$ cat config.mk
export PLATFORM = sky130hd
export DESIGN_NAME = counter_chk_watchdog
export DESIGN_NICKNAME = d
export VERILOG_FILES = /design/src/rtl/counter_chk_pkg.sv /design/src/rtl/counter_chk_watchdog.sv
export SDC_FILE = /design/constraint.sdc
export NUM_CORES = 1
export LEC_CHECK = 0
export BUFFER_PORTS_ARGS = -buffer_cell sky130_fd_sc_hd__buf_2
export CAP_MARGIN = 20
export CORE_AREA = 2 2 39 41
export DETAILED_ROUTE_END_ITERATION = 8
export DIE_AREA = 0 0 41 43
export PLACE_DENSITY = 0.55
export SYNTH_ARGS = -nofsm -noshare
export SYNTH_HDL_FRONTEND = slang
export SYNTH_SLANG_ARGS = --single-unit
export TNS_END_PERCENT = 5
$ cat constraint.sdc
create_clock -name clk -period 2.7 [get_ports clk]
set_input_delay 0.135 -clock clk [delete_from_list [all_inputs] [get_ports clk]]
set_output_delay 0.135 -clock clk [all_outputs]
set_load 0.01 [all_outputs]
$ cat src/rtl/counter_chk_pkg.sv
// Shared types and constants for the counter sequence checker:
// FSM state encoding, violation codes and default parameter values.
package counter_chk_pkg;

    // Checker FSM states; the encoding is visible on the phase output.
    typedef enum logic [1:0] {
        S_WAIT = 2'd0,
        S_INC  = 2'd1,
        S_DEC  = 2'd2,
        S_ERR  = 2'd3
    } state_e;

    // Violation codes reported on err_code.
    localparam logic [2:0] E_NONE     = 3'd0;
    localparam logic [2:0] E_INC_STEP = 3'd1;
    localparam logic [2:0] E_LOAD     = 3'd2;
    localparam logic [2:0] E_DEC_STEP = 3'd3;
    localparam logic [2:0] E_TIMEOUT  = 3'd4;

    // Default parameter values.
    localparam int unsigned INC_MAX_DEF  = 6;
    localparam int unsigned DEC_LOAD_DEF = 3;
    localparam int unsigned TIMEOUT_DEF  = 64;

    // States in which the observed counters are expected to be moving.
    function automatic logic is_active(input state_e s);
        return (s == S_INC) || (s == S_DEC);
    endfunction

endpackage

$ cat src/rtl/counter_chk_watchdog.sv
// Stall watchdog: counts CE-qualified cycles in which the observed counter
// pair did not change while the checker is in an active phase, and flags
// the cycle in which that count reaches TIMEOUT.
module counter_chk_watchdog
    import counter_chk_pkg::*;
#(
    parameter int unsigned TIMEOUT = TIMEOUT_DEF
) (
    input  logic clk,
    input  logic srst,
    input  logic ce_i,
    input  logic active_i,
    input  logic changed_i,
    output logic timeout_o
);

    localparam int unsigned CW = $clog2(TIMEOUT + 1);
    localparam logic [CW-1:0] LAST_IDLE = CW'(TIMEOUT - 1);
    localparam logic [CW-1:0] FULL      = CW'(TIMEOUT);

    logic [CW-1:0] cnt_q;
    logic [CW-1:0] cnt_d;

    // Next idle count; the flag fires on the qualifying cycle that makes the
    // count equal TIMEOUT. Phase transitions between active states always
    // coincide with a value change, so clearing on a change also clears on a
    // state change.
    always_comb begin
        cnt_d     = cnt_q;
        timeout_o = 1'b0;
        if (!active_i || changed_i) begin
            cnt_d = '0;
        end else if (ce_i && (cnt_q != FULL)) begin
            cnt_d = cnt_q + 1'b1;
            if (cnt_q == LAST_IDLE) begin
                timeout_o = 1'b1;
            end
        end
    end

    // Idle counter register.
    always_ff @(posedge clk) begin
        if (srst) begin
            cnt_q <= '0;
        end else begin
            cnt_q <= cnt_d;
        end
    end

endmodule

==> results.json <==
{
  "num_rows": 14,
  "setup_viol": 0,
  "grt_util_all_layers_pct": 10.9,
  "maxCapViolCount": 0,
  "crit_path_end_kind": "primary output",
  "die_h_microns": 43,
  "num_antenna_cells": 0,
  "required_ns": 2.57,
  "antenna_found_initial": 0,
  "finalCritPeriodShare_pct": 56.8,
  "largestRegisters": "cnt_q (7)",
  "final_max_slew_viol_count": 0,
  "ant_nets": 0,
  "post-route-min-period_ns": 1.53,
  "peakVddDrop_uv": 187,
  "fp.dieArea_sq_um": 1760,
  "largest-register": "cnt_q",
  "cts_buffers": 3,
  "cts_root_buf": "clkbuf_4",
  "placed_cells": 63,
  "drc_errors": 0,
  "cts_hold_buf": 0,
  "wl_microns": 694,
  "fp.dieW_microns": 41,
  "numPortBuffers": 5,
  "firstDrtPassIters": 4,
  "yosys.area.top_type": "dfxtp_1",
  "yosysUniqueCellTypes": 19,
  "clock_sinks": 7,
  "critPathLaunchType": "flip-flop",
  "clk_pin_slew_ns": 0.05,
  "synthTopCellsByArea": "dfxtp_1 39%, xor2_1 7.3%, ha_1 6.9%",
  "synth_area_sq_um": 360,
  "cts_buffer_depth": 2,
  "stdcell_count": 67,
  "fin_skew_ns": 0.00446,
  "seq_area_frac_synth_pct": 38.9,
  "layout-drive-gt1-share_pct": 17.6,
  "grt_max_degree": 7,
  "io_pins": 6,
  "post_cts_buffers": 0,
  "hold_class": "input pin to flip-flop",
  "slew_headroom_pct": 72.1,
  "gr-total-overflow": 0,
  "drt_iter0_drc": 3,
  "grt_pass1_wl_mm": 1.20,
  "post-dp-hpwl_microns": 527,
  "fin_setup_tns_ns": 0,
  "largest_reg_flops": 7,
  "avgSynthCellArea_sq_um": 8.58,
  "fmax_ghz": 0.652,
  "core_region_area_sq_um": 1380,
  "gp_congestion": 0.715,
  "synth-seq-cells": 7,
  "nNetsFinal": 59,
  "yosysWarnings": 0,
  "leakagePower_nw": 0.152,
  "critPathKind": "flip-flop to primary output",
  "rsz0062_at_grt": "false",
  "clk_latency_ns": 0.25,
  "start_util_pct": 26.0,
  "cts_tree": "done",
  "routed_via_density": 4.87,
  "syn_nets": 49,
  "syn2layout_area_growth_pct": 19.8,
  "status": "finished clean",
  "worstPathArrival_ns": 1.40,
  "power_mw": 0.211,
  "cts_max_level": 1,
  "wl_per_cell_microns": 10.4,
  "cts_resized": 0,
  "fin_util_pct": 31.2,
  "path_max_fanout": 4,
  "hold_viol_final": 0,
  "p_per_area_nw_per_um2": 489,
  "vias": 326,
  "tightest_slew_ns": 0.418,
  "synth_top_area_share_pct": 38.9,
  "regToRegSetupSlack_ns": 1.43,
  "synthCells": 42,
  "grt_pass1_vias": 301
}
routing by layer:
metal / GRT usage (%) / wire length (microns) / vias up
met5: 0 / 0 / -
met4: 8.00 / 22 / 0
met2: 16.9 / 373 / 7
met3: 6.28 / 32 / 2
li1: - / - / 166
met1: 9.97 / 266 / 151
cell families (layout without fill, tap and decap cells):
| group | Yosys count | in the layout | share of synthesized area (%) |
|---|---|---|---|
| and+or+nand+nor | 21 | 21 | 31.3 |
| xor gates and xnor gates | 3 | 3 | 7.29 |
| adders and majority gates | 2 | 2 | 6.94 |
| muxes | 2 | 2 | 5.56 |
| DFF | 7 | 7 | 38.9 |
| buffers and inverters | 2 | 11 | 2.08 |
| AOI/OAI and AO/OA | 5 | 5 | 7.99 |
worst max-delay path: stages (launching register included):
cell,delay (ns)
dfxtp_1,0.37
ha_1,0.21
nand3_1,0.13
nor4_1,0.27
buf_2,0.17
final timing paths:
check,from,end,cells past startpoint
worst min-delay path,changed_i,cnt_q[0],4
worst min register to register,cnt_q[0],cnt_q[0],2
worst max register to register,cnt_q[0],cnt_q[6],4
worst max-delay path,cnt_q[0],timeout_o,4
final cells by class:
class	count	area [sq um]
fill	151	952
timing repair buffer	5	25.0
clock buffer	4	26.3
sequential	7	140
inverter	2	7.51
tap	16	20.0
multi-input combinational	33	213
through the flow:
stage	hold slack (ns)	cell area, sq um	setup WS, ns
6_report	0.202	432	1.17
5_1_grt	0.222	432	1.07
4_1_cts	0.206	432	1.14
3_5_place_dp	0.472	405	1.44
3_3_place_gp	0.470	405	1.46
2_1_floorplan	0.346	360	1.49
synth_stat cells:
master     count
nand2_1        6
nor4_1         1
nor3b_1        1
nor3_1         2
inv_1          2
nand4bb_1      1
dfxtp_1        7
xor2_1         3
or2_2          1
ha_1           2
nand4_1        2
a21oi_1        2
or3_1          2
nand2b_1       1
nand3_1        2
mux2i_1        2
o21ai_0        2
nor2_1         2
o31a_1         1
cells in the final DEF, fill, tap and decap left out, drive strengths merged:
cell type / count
nor2: 2
nor3: 2
nand3: 2
nand2: 6
or3: 2
buf: 5
dfxtp: 7
nand2b: 1
a21oi: 2
xor2: 3
clkbuf: 4
or2: 1
nor3b: 1
nor4: 1
o21ai: 2
o31a: 1
inv: 2
nand4: 2
mux2i: 2
ha: 2
nand4bb: 1
power breakdown:
group          total [mW]  leakage (nW)  internal (mW)  switching, mW
Combinational      0.0102        0.0810        0.00502        0.00520
Sequential          0.104        0.0564          0.104       0.000519
Clock              0.0966        0.0150         0.0565         0.0401
Total               0.211         0.152          0.165         0.0459
No activity file was read; power rests on OpenSTA's default activity.
